==> config.mk <==
export PLATFORM = sky130hd
export DESIGN_NAME = bram_wr_sched_flat
export DESIGN_NICKNAME = d
export VERILOG_FILES = /design/src/rtl/bram_wr_sched_pkg.sv /design/src/rtl/bram_wr_sched_if.sv /design/src/rtl/bram_wr_sched_arb.sv /design/src/rtl/bram_wr_sched.sv /design/src/flat_wrapper.sv
export SDC_FILE = /design/constraint.sdc
export NUM_CORES = 1
export LEC_CHECK = 0
export CAP_MARGIN = 15
export CORE_MARGIN = 3
export CORE_UTILIZATION = 36
export DETAILED_ROUTE_END_ITERATION = 8
export MAX_ROUTING_LAYER = met4
export PLACE_DENSITY = 0.87
export SETUP_SLACK_MARGIN = 0.2
export SLEW_MARGIN = 10
export SYNTH_ARGS = -nofsm -noshare
export SYNTH_HDL_FRONTEND = slang
export SYNTH_HIERARCHICAL = 1
export SYNTH_SLANG_ARGS = --single-unit
==> constraint.sdc <==
create_clock -name clk -period 2.1 [get_ports clk]
set_input_delay 0.42 -clock clk [delete_from_list [all_inputs] [get_ports clk]]
set_output_delay 0.42 -clock clk [all_outputs]
set_load 0.05 [all_outputs]
==> src/rtl/bram_wr_sched_pkg.sv <==
// Shared definitions for the L1 BRAM write-port scheduler: FSM state type,
// starvation counter width and the byte-strobe width helper.
package l1_cache_pkg;

    typedef enum logic [0:0] {
        ST_CLEAR = 1'b0,
        ST_RUN   = 1'b1
    } wr_state_e;

    localparam int STARVE_W = 4;

    function automatic int strb_width(input int data_width);
        return data_width / 8;
    endfunction

endpackage

==> src/rtl/bram_wr_sched_if.sv <==
// Request/BRAM-write bundle between L1 control (master) and the write-port
// scheduler (slave).
interface bram_wr_sched_if
    import l1_cache_pkg::*;
#(
    parameter int DATA_WIDTH = 32,
    parameter int ADDR_WIDTH = 8
);
    localparam int STRB_W = strb_width(DATA_WIDTH);

    logic                  rf_valid;
    logic                  rf_ready;
    logic [ADDR_WIDTH-1:0] rf_addr;
    logic [DATA_WIDTH-1:0] rf_data;

    logic                  st_valid;
    logic                  st_ready;
    logic [ADDR_WIDTH-1:0] st_addr;
    logic [DATA_WIDTH-1:0] st_data;
    logic [STRB_W-1:0]     st_strb;

    logic [ADDR_WIDTH-1:0] bram_waddr;
    logic [DATA_WIDTH-1:0] bram_din;
    logic [STRB_W-1:0]     bram_we;
    logic                  init_done;

    modport master (
        output rf_valid, rf_addr, rf_data,
        output st_valid, st_addr, st_data, st_strb,
        input  rf_ready, st_ready,
        input  bram_waddr, bram_din, bram_we, init_done
    );

    modport slave (
        input  rf_valid, rf_addr, rf_data,
        input  st_valid, st_addr, st_data, st_strb,
        output rf_ready, st_ready,
        output bram_waddr, bram_din, bram_we, init_done
    );

endinterface

==> src/rtl/bram_wr_sched_arb.sv <==
// Combinational refill/store priority arbiter: refill wins unless a waiting
// store has already been passed over STARVE_LIMIT times.
module bram_wr_prio_arb
    import l1_cache_pkg::*;
#(
    parameter int STARVE_LIMIT = 4
) (
    input  logic                run_i,
    input  logic                rf_valid_i,
    input  logic                st_valid_i,
    input  logic [STARVE_W-1:0] starve_cnt_i,
    output logic                rf_ready_o,
    output logic                st_ready_o,
    output logic                rf_grant_o,
    output logic                st_grant_o
);

    localparam logic [STARVE_W-1:0] LIMIT = STARVE_W'(STARVE_LIMIT);

    // Readies never look at the requester's own valid; the two conditions are
    // mutually exclusive whenever both valids are high.
    always_comb begin
        rf_ready_o = run_i && (!st_valid_i || (starve_cnt_i < LIMIT));
        st_ready_o = run_i && (!rf_valid_i || (starve_cnt_i == LIMIT));
        rf_grant_o = rf_valid_i && rf_ready_o;
        st_grant_o = st_valid_i && st_ready_o;
    end

endmodule

==> src/rtl/bram_wr_sched.sv <==
// BRAM write-port scheduler: arbitrates refill and store writes onto one
// registered byte-write port. Define L1_BRAM_CLEAR_EN to zero-sweep the array after reset.
//
// state    | meaning
// ---------+-------------------------------------------------
// ST_CLEAR | zero sweep in progress, requests held off
// ST_RUN   | normal arbitration, init_done high
module bram_wr_sched
    import l1_cache_pkg::*;
#(
    parameter int DATA_WIDTH   = 32,
    parameter int ADDR_WIDTH   = 8,
    parameter int STARVE_LIMIT = 4
) (
    input  logic             clk,
    input  logic             rstn,
    bram_wr_sched_if.slave   bus
);

    localparam int STRB_W = strb_width(DATA_WIDTH);
    localparam logic [STRB_W-1:0]   WE_ALL     = '1;
    localparam logic [STARVE_W-1:0] STARVE_MAX = '1;

    logic                  run;
    logic                  rf_ready;
    logic                  st_ready;
    logic                  rf_grant;
    logic                  st_grant;

    logic [STARVE_W-1:0]   starve_cnt_q, starve_cnt_d;
    logic [ADDR_WIDTH-1:0] waddr_q, waddr_d;
    logic [DATA_WIDTH-1:0] din_q, din_d;
    logic [STRB_W-1:0]     we_q, we_d;

`ifdef L1_BRAM_CLEAR_EN
    localparam logic [0:0]            S_CLEAR  = ST_CLEAR;
    localparam logic [0:0]            S_RUN    = ST_RUN;
    localparam logic [ADDR_WIDTH-1:0] CLR_LAST = '1;

    logic [0:0]            state_q, state_d;
    logic [ADDR_WIDTH-1:0] clr_addr_q, clr_addr_d;
    logic                  clearing;

    assign clearing = (state_q == S_CLEAR);
    assign run      = (state_q == S_RUN);

    // The counter wraps back to 0 on the last address, so no extra write follows.
    always_comb begin
        state_d    = state_q;
        clr_addr_d = clr_addr_q;
        if (clearing) begin
            clr_addr_d = clr_addr_q + ADDR_WIDTH'(1);
            if (clr_addr_q == CLR_LAST) begin
                state_d = S_RUN;
            end
        end
    end

    always_ff @(posedge clk or negedge rstn) begin
        if (!rstn) begin
            state_q    <= S_CLEAR;
            clr_addr_q <= '0;
        end else begin
            state_q    <= state_d;
            clr_addr_q <= clr_addr_d;
        end
    end

    assign bus.init_done = run;
`else
    assign run           = 1'b1;
    assign bus.init_done = 1'b1;
`endif

    bram_wr_prio_arb #(
        .STARVE_LIMIT (STARVE_LIMIT)
    ) u_arb (
        .run_i        (run),
        .rf_valid_i   (bus.rf_valid),
        .st_valid_i   (bus.st_valid),
        .starve_cnt_i (starve_cnt_q),
        .rf_ready_o   (rf_ready),
        .st_ready_o   (st_ready),
        .rf_grant_o   (rf_grant),
        .st_grant_o   (st_grant)
    );

    // Counts refill grants taken while a store is waiting.
    always_comb begin
        starve_cnt_d = starve_cnt_q;
        if (!bus.st_valid || st_grant) begin
            starve_cnt_d = '0;
        end else if (rf_grant && (starve_cnt_q != STARVE_MAX)) begin
            starve_cnt_d = starve_cnt_q + STARVE_W'(1);
        end
    end

    // Address and data hold on idle cycles; only the enables drop to zero.
    always_comb begin
        waddr_d = waddr_q;
        din_d   = din_q;
        we_d    = '0;
        if (rf_grant) begin
            waddr_d = bus.rf_addr;
            din_d   = bus.rf_data;
            we_d    = WE_ALL;
        end else if (st_grant) begin
            waddr_d = bus.st_addr;
            din_d   = bus.st_data;
            we_d    = bus.st_strb;
        end
`ifdef L1_BRAM_CLEAR_EN
        if (clearing) begin
            waddr_d = clr_addr_q;
            din_d   = '0;
            we_d    = WE_ALL;
        end
`endif
    end

    always_ff @(posedge clk or negedge rstn) begin
        if (!rstn) begin
            starve_cnt_q <= '0;
            waddr_q      <= '0;
            din_q        <= '0;
            we_q         <= '0;
        end else begin
            starve_cnt_q <= starve_cnt_d;
            waddr_q      <= waddr_d;
            din_q        <= din_d;
            we_q         <= we_d;
        end
    end

    assign bus.rf_ready   = rf_ready;
    assign bus.st_ready   = st_ready;
    assign bus.bram_waddr = waddr_q;
    assign bus.bram_din   = din_q;
    assign bus.bram_we    = we_q;

endmodule

==> src/flat_wrapper.sv <==
// flat-port wrapper written by rule: the top's interface ports become plain ports
module bram_wr_sched_flat import l1_cache_pkg::*;
#(
    parameter int DATA_WIDTH   = 32,
    parameter int ADDR_WIDTH   = 8,
    parameter int STARVE_LIMIT = 4
)
  (clk, rstn, bus_rf_valid, bus_rf_addr, bus_rf_data, bus_st_valid, bus_st_addr, bus_st_data, bus_st_strb, bus_rf_ready, bus_st_ready, bus_bram_waddr, bus_bram_din, bus_bram_we, bus_init_done);
  bram_wr_sched_if #(.DATA_WIDTH(DATA_WIDTH), .ADDR_WIDTH(ADDR_WIDTH)) bus_i ();
  input  logic clk;
  input  logic rstn;
  input wire logic [$bits(bus_i.rf_valid)-1:0] bus_rf_valid;
  input wire logic [$bits(bus_i.rf_addr)-1:0] bus_rf_addr;
  input wire logic [$bits(bus_i.rf_data)-1:0] bus_rf_data;
  input wire logic [$bits(bus_i.st_valid)-1:0] bus_st_valid;
  input wire logic [$bits(bus_i.st_addr)-1:0] bus_st_addr;
  input wire logic [$bits(bus_i.st_data)-1:0] bus_st_data;
  input wire logic [$bits(bus_i.st_strb)-1:0] bus_st_strb;
  output wire logic [$bits(bus_i.rf_ready)-1:0] bus_rf_ready;
  output wire logic [$bits(bus_i.st_ready)-1:0] bus_st_ready;
  output wire logic [$bits(bus_i.bram_waddr)-1:0] bus_bram_waddr;
  output wire logic [$bits(bus_i.bram_din)-1:0] bus_bram_din;
  output wire logic [$bits(bus_i.bram_we)-1:0] bus_bram_we;
  output wire logic [$bits(bus_i.init_done)-1:0] bus_init_done;
  assign bus_i.rf_valid = bus_rf_valid;
  assign bus_i.rf_addr = bus_rf_addr;
  assign bus_i.rf_data = bus_rf_data;
  assign bus_i.st_valid = bus_st_valid;
  assign bus_i.st_addr = bus_st_addr;
  assign bus_i.st_data = bus_st_data;
  assign bus_i.st_strb = bus_st_strb;
  assign bus_rf_ready = bus_i.rf_ready;
  assign bus_st_ready = bus_i.st_ready;
  assign bus_bram_waddr = bus_i.bram_waddr;
  assign bus_bram_din = bus_i.bram_din;
  assign bus_bram_we = bus_i.bram_we;
  assign bus_init_done = bus_i.init_done;
  bram_wr_sched #(.DATA_WIDTH(DATA_WIDTH), .ADDR_WIDTH(ADDR_WIDTH), .STARVE_LIMIT(STARVE_LIMIT)) u_core (.clk(clk), .rstn(rstn), .bus(bus_i));
endmodule
==> results of run 1 <==
-- power by group through the flow --
stage / Clock, uW / Sequential (uW) / Combinational [uW]
after floorplan: 0 / 1520 / 176
after global placement: 0 / 1120 / 1050
after detailed placement: 0 / 1120 / 1060
after CTS: 568 / 1100 / 1070
after global routing: 614 / 1120 / 1160
final: 546 / 1100 / 1100
-- worst register-to-register path: stages, from the launching register on --
cell     delay [ps]
dfrtp_1         400
or4b_4          580
a21oi_4         170
buf_12          170
buf_12          150
mux2i_1         270
o21ai_1         100
-- cell usage in the layout (no fill, tap or decap), types with 2 or more instances in the layout --
| master | Yosys | final |
|---|---|---|
| a21oi_1 | 5 | 4 |
| buf_12 | 0 | 6 |
| buf_16 | 0 | 2 |
| buf_4 | 2 | 5 |
| clkbuf_1 | 4 | 2 |
| clkbuf_16 | 0 | 4 |
| clkbuf_8 | 0 | 6 |
| clkdlybuf4s50_1 | 0 | 91 |
| conb_1 | 1 | 5 |
| dfrtp_1 | 48 | 47 |
| dlygate4sd2_1 | 0 | 3 |
| dlymetal6s2s_1 | 0 | 36 |
| mux2i_1 | 40 | 35 |
| mux2i_2 | 0 | 4 |
| nand2_1 | 49 | 49 |
| o21ai_0 | 43 | 7 |
| o21ai_1 | 1 | 37 |
-- through the flow --
stage / instance area, um^2 / hold slack, ps
2_1_floorplan: 2253 / 124.4
3_3_place_gp: 3694 / 453.6
3_5_place_dp: 3694 / 461.6
4_1_cts: 3846 / 144.6
5_1_grt: 4098 / 164.5
6_report: 4098 / 135.7
-- timing repair --
item	CTS	global route
gates resized for setup	6	81
pin swaps	2	1
setup buffers	2	3
setup endpoints to repair	48	80
cloned	1	4
-- layer usage --
| layer | track usage, % | routed length (um) |
|---|---|---|
| met3 | 3.827 | 407 |
| met2 | 29.75 | 3538 |
| met5 | - | 0 |
| met4 | 4.892 | 99 |
| met1 | 20.72 | 2706 |
-- worst max path at each step --
stage	startpoint	end	cells after the start
2_1_floorplan	u_core/starve_cnt_q[0]	bus_st_ready	2
3_3_place_gp	bus_st_valid	u_core/starve_cnt_q[2]	6
3_5_place_dp	u_core/starve_cnt_q[0]	u_core/bus.bram_din[26]	5
4_1_cts	u_core/starve_cnt_q[0]	bus_st_ready	3
5_1_grt	u_core/starve_cnt_q[0]	bus_st_ready	3
6_report	u_core/starve_cnt_q[0]	bus_st_ready	3
-- sequential cells by signal, indices dropped and copies added (netlist names) --
name / count
u_core/bus.bram_waddr: 8
u_core/bus.bram_we: 4
u_core/starve_cnt_q: 4
u_core/bus.bram_din: 32
-- logic make-up after synthesis --
logic type / after synthesis / synth area share (%)
flip-flops: 48 / 53.75
other: 1 / 0.1678
AND/OR/NAND/NOR: 60 / 11.65
adder cells (fa/ha/maj): 1 / 0.5598
AO/OA/AOI/OAI: 50 / 11.31
buffers and inverters: 16 / 4.646
multiplexers: 40 / 17.92
-- area by class of cell --
class	instances	area (um^2)	share of cell area, %
Tap cell	75	93.84	2.290
Timing Repair Buffer	148	1705	41.62
Sequential cell	48	1202	29.34
Inverter	1	3.754	0.09160
Multi-Input combinational cell	156	1002	24.46
Clock buffer	8	90.09	2.198
==> results_dict.tcl, run 1 <==
set metrics [dict create \
    status "finished clean" \
    die_width_um 84.79 \
    hold_viol 0 \
    rr_worst_depth 6 \
    clk_latency_ps 280 \
    ff2ff_setup_slack_ps 120 \
    endpoint_kind "primary output" \
    startpoint_type "register" \
    cp.required_ps 1680 \
    worstReg2RegEnd "u_core/bus.bram_din[27]" \
    grt_pass1_wl_um 9839 \
    synth.most_common_cell "nand2_1" \
    drt_iter0_markers 73 \
    yosysTopAreaCellShare_pct 53.75 \
    finalWirelength_um 6752 \
    cp.arrival_ps 1590 \
    track_usage_pct 17.44 \
    min_period_ps 2014 \
    die_height_um 84.79 \
    synth_area_um2 2235 \
    critical_path_class "reg -> out" \
    crit_chain "or4b_4 -> a21boi_4 -> buf_12" \
    ys_types 24 \
    row_count 28 \
    synthTopCellsByArea "dfrtp_1 54%, mux2i_1 18%, o21ai_0 9.6%, nand2_1 8.2%, buf_6 2.0%" \
    clock_skew_ps 4.410 \
    max_freq_ghz 0.4965 \
    ant_nets 0 \
    p_switching_uw 989.8 \
    drc_errors 0 \
    seq_power_share_pct 40.1 \
    vias_per_cell 4.821 \
    dpl.cell_count 418 \
    cts_buffers 5 \
    maxCapViolCount 0 \
    synth_area_per_cell_um2 10.35 \
    async_flop_share_pct 100.0 \
    cts-root-buf "clkbuf_8" \
    initial_core_util_pct 37.52 \
    fin_tns_setup_ps 0 \
    antenna_found_initial 0 \
    drive_above_1_share_pct 10.25 \
    total_power_uw 2754 \
    insertedDiodeCount 0 \
    comb_power_share_pct 40.1 \
    yosys-top-cells-count "49 x nand2_1, 48 x dfrtp_1, 43 x o21ai_0, 40 x mux2i_1" \
    hold_buffers 0 \
    fin_nets 449 \
    vias 2102 \
    io_pins 135 \
    wire_per_inst_um 15.49 \
    htree_num_levels 2 \
    clock-sinks 48 \
    path_max_fanout 2 \
    die-area_um2 7189 \
    port_buffers 133 \
    final-setup-viol-count 0 \
    peakVddDrop_mv 0.3684 \
    power_frac_clock_pct 19.8 \
    power_leakage_uw 0.002034 \
    hold_path.class "in -> async" \
    synth_ff_type "dfrtp_1" \
    grt_overflow 0 \
    slowest_stage "or4b_4" \
    relSlewSlack_pct 60.02 \
    cts_buffer_depth 2 \
    internal_power_uw 1764 \
    synth-seq-cells 48 \
    dr.pass1.iters 4 \
    fin_util_pct 68.80 \
    dpl.hpwl_um 4664 \
    rsz0062_at_grt "true" \
    dp_slack_ps 133.8 \
    core_area_um2 5956 \
    fin_cells 436 \
    first_global_vias 2103 \
    synth_area_leader_cell "dfrtp_1" \
    worst_pin_slew_ps 599.6 \
    synth_edf_count 0 \
    yosysWarnings 6 \
    swShare_pct 35.95 \
    timing.final.crit_share_pct 95.91 \
    synth_cells 216 \
    cts_tree "yes" \
    area_growth_pct 83.37 \
    max_stage_delay_ps 580 \
    setup_ws_ps 85.81 \
    cpLargestDelayFamily "simple AND/OR/NAND/NOR gates" \
    p_per_area_nw_per_um2 672.0 \
    critPathBufInv 1 \
    reg2reg_from "u_core/starve_cnt_q[0]" \
    path_clk_slew_ps 80 \
    nFillCells 462 \
    yosysSeqAreaShare_pct 53.75 \
    grt_max_degree 48 \
    gp_congestion 0.8262 \
    drv_slew 0 \
]
(Power assumes the default switching activity.)
==> run 2: changes to the inputs <==
Settings changed: CELL_PAD_IN_SITES_DETAIL_PLACEMENT set to 1, CELL_PAD_IN_SITES_GLOBAL_PLACEMENT set to 1, CORE_UTILIZATION 36 to 27, PLACE_DENSITY 0.87 to 0.9.
==> run 2 against run 1 <==
  * Sequential share of layout area shrank 0.59 points
  * Die area grew 31%
  * Count of clock-buffer cells in the layout decreased by 3
  * Register-to-register slack improved by 30 ps
  * Critical endpoint unchanged
==> results_dict.tcl, run 2 (synthesis gave the netlist of run 1 again) <==
set metrics [dict create \
    cts-root-buf "clkbuf_8" \
    path_clk_slew_ps 90 \
    power_frac_clock_pct 23.6 \
    rr_worst_depth 7 \
    min_period_ps 2004 \
    slowest_stage "or4b_4" \
    port_buffers 133 \
    vias 2218 \
    cp.required_ps 1680 \
    worstReg2RegEnd "u_core/bus.bram_waddr[5]" \
    largest_register_ffs 32 \
    wire_per_inst_um 17.74 \
    reg2reg_from "u_core/starve_cnt_q[1]" \
    dpl.hpwl_um 5776 \
    peakVddDrop_mv 0.3856 \
    nFillCells 872 \
    row_count 32 \
    relSlewSlack_pct 64.14 \
    cts_buffers 5 \
    path_max_fanout 2 \
    clk_latency_ps 300 \
    io_pins 135 \
    max_stage_delay_ps 570 \
    drt_iter0_markers 36 \
    regArea_um2 1201 \
    endpoint "bus_st_ready" \
    core_area_um2 7888 \
    grt_max_degree 49 \
    rsz0062_at_grt "true" \
    die_width_um 96.98 \
    dr.pass1.iters 4 \
    crit_chain "or4b_4 -> a21boi_4 -> buf_12" \
    p_switching_uw 1065 \
    vias_per_cell 4.749 \
    die-area_um2 9404 \
    insertedDiodeCount 0 \
    fin_util_pct 52.97 \
    status "finished clean" \
    cts_tree "yes" \
    area_growth_pct 86.95 \
    first_global_vias 2449 \
    gp_congestion 0.7374 \
    track_usage_pct 17.33 \
    drc_errors 0 \
    seq_power_share_pct 38.3 \
    multiInputGateArea_um2 1056 \
    placed_cell_area_um2 3727 \
    hold_buffers 0 \
    antenna_found_initial 0 \
    max_freq_ghz 0.4991 \
    holdWs_ps 94.90 \
    htree_num_levels 2 \
    hold_path.class "in -> async" \
    initial_core_util_pct 28.33 \
    fin_tns_setup_ps 0 \
    endpoint_kind "primary output" \
    hold_viol 0 \
    finalWirelength_um 8285 \
    final_common_cell "clkdlybuf4s50_1" \
    cpLargestDelayFamily "simple AND/OR/NAND/NOR gates" \
    drv_slew 0 \
    ff2ff_setup_slack_ps 150 \
    swShare_pct 36.81 \
    clock-sinks 48 \
    grt_overflow 0 \
    fin_area_um2 4178 \
    clock_skew_ps 9.104 \
    power_leakage_uw 0.001889 \
    critPathBufInv 1 \
    cp.arrival_ps 1580 \
    fin_nets 453 \
    critical_path_class "reg -> out" \
    cp-startpoint "u_core/starve_cnt_q[1]" \
    final-setup-viol-count 0 \
    die_height_um 96.98 \
    maxCapViolCount 0 \
    ant_nets 0 \
    grt_pass1_wl_um 12720 \
    crit_cells 3 \
    cts_buffer_depth 2 \
    drive_above_1_share_pct 12.88 \
    timing.final.crit_share_pct 95.41 \
    final_cell_mix "87 x clkdlybuf4s50_1, 49 x nand2_1, 48 x dfrtp_1" \
    p_per_area_nw_per_um2 692.6 \
    startpoint_type "register" \
    worst_pin_slew_ps 540.1 \
    internal_power_uw 1828 \
    comb_power_share_pct 38.1 \
]
==> run 2: changes by cell type in the layout (fill, tap and decap cells not counted), sizes merged <==
cell	change
bufinv	+1
buf	+6
dlymetal6s2s	-22
clkdlybuf4s50	-4
dlygate4sd2	+26
clkbuf	-5
inv	+1
clkinvlp	+1
==> run 2: layer usage <==
| layer | part of all wire (%) | up-vias | global-route usage (%) |
|---|---|---|---|
| met1 | 39 | 1105 | 19.41 |
| met4 | 1.8 | 0 | 4.860 |
| met5 | 0 | - | - |
| met2 | 56 | 74 | 31.69 |
| li1 | - | 1030 | - |
| met3 | 3.7 | 9 | 2.884 |
==> run 2: worst register-to-register path, cell delays in order, from the launching register on <==
cell and delay, ps:
dfrtp_1 400, or4b_4 570, a21oi_4 160, buf_12 170, buf_12 120, buf_16 120, mux2i_1 210, o21ai_0 90
==> run 2: final cells by class <==
class	instances	share of cell area (%)
Clock buffer	5	1.647
Inverter	1	0.08985
Clock inverter	3	1.108
Timing Repair Buffer	152	40.07
Multi-Input combinational cell	156	25.28
Tap cell	102	3.055
Sequential cell	48	28.75
==> run 2: power groups by stage <==
stage | clock (uW) | sequential [uW] | combinational, uW
after floorplan | 0 | 1520 | 176
after global placement | 0 | 1110 | 1050
after detailed placement | 0 | 1120 | 1080
after CTS | 716 | 1100 | 1050
after global routing | 758 | 1120 | 1150
final | 684 | 1110 | 1100
==> run 2: through the flow <==
stage          worst slack, ps  total power, uW  instances
6_report                 96.41             2894        467
5_1_grt                  32.27             3037        467
4_1_cts                  83.62             2872        462
3_5_place_dp             37.55             2202        445
3_3_place_gp             156.9             2169        445
2_1_floorplan            240.2             1700        220
==> run 2: worst min path at each step <==
stage                              endpoint  cells after the start  slack, ps  start
floorplan            u_core/bus.bram_din[0]                      0        120   rstn
detailed placement    u_core/bus.bram_we[1]                      1        430   rstn
CTS                  u_core/bus.bram_din[6]                      1        110   rstn
global placement      u_core/bus.bram_we[1]                      1        430   rstn
finish                u_core/bus.bram_we[1]                      1         90   rstn
global route        u_core/bus.bram_din[13]                      1        110   rstn
==> run 2: what timing repair did <==
| action | 4_1_cts | 5_1_grt |
|---|---|---|
| resized for setup | 35 | 60 |
| endpoints found under the setup margin | 74 | 51 |
| cloned | 3 | 2 |
| setup buffers | 6 | 3 |
| pin swaps | 2 | 1 |
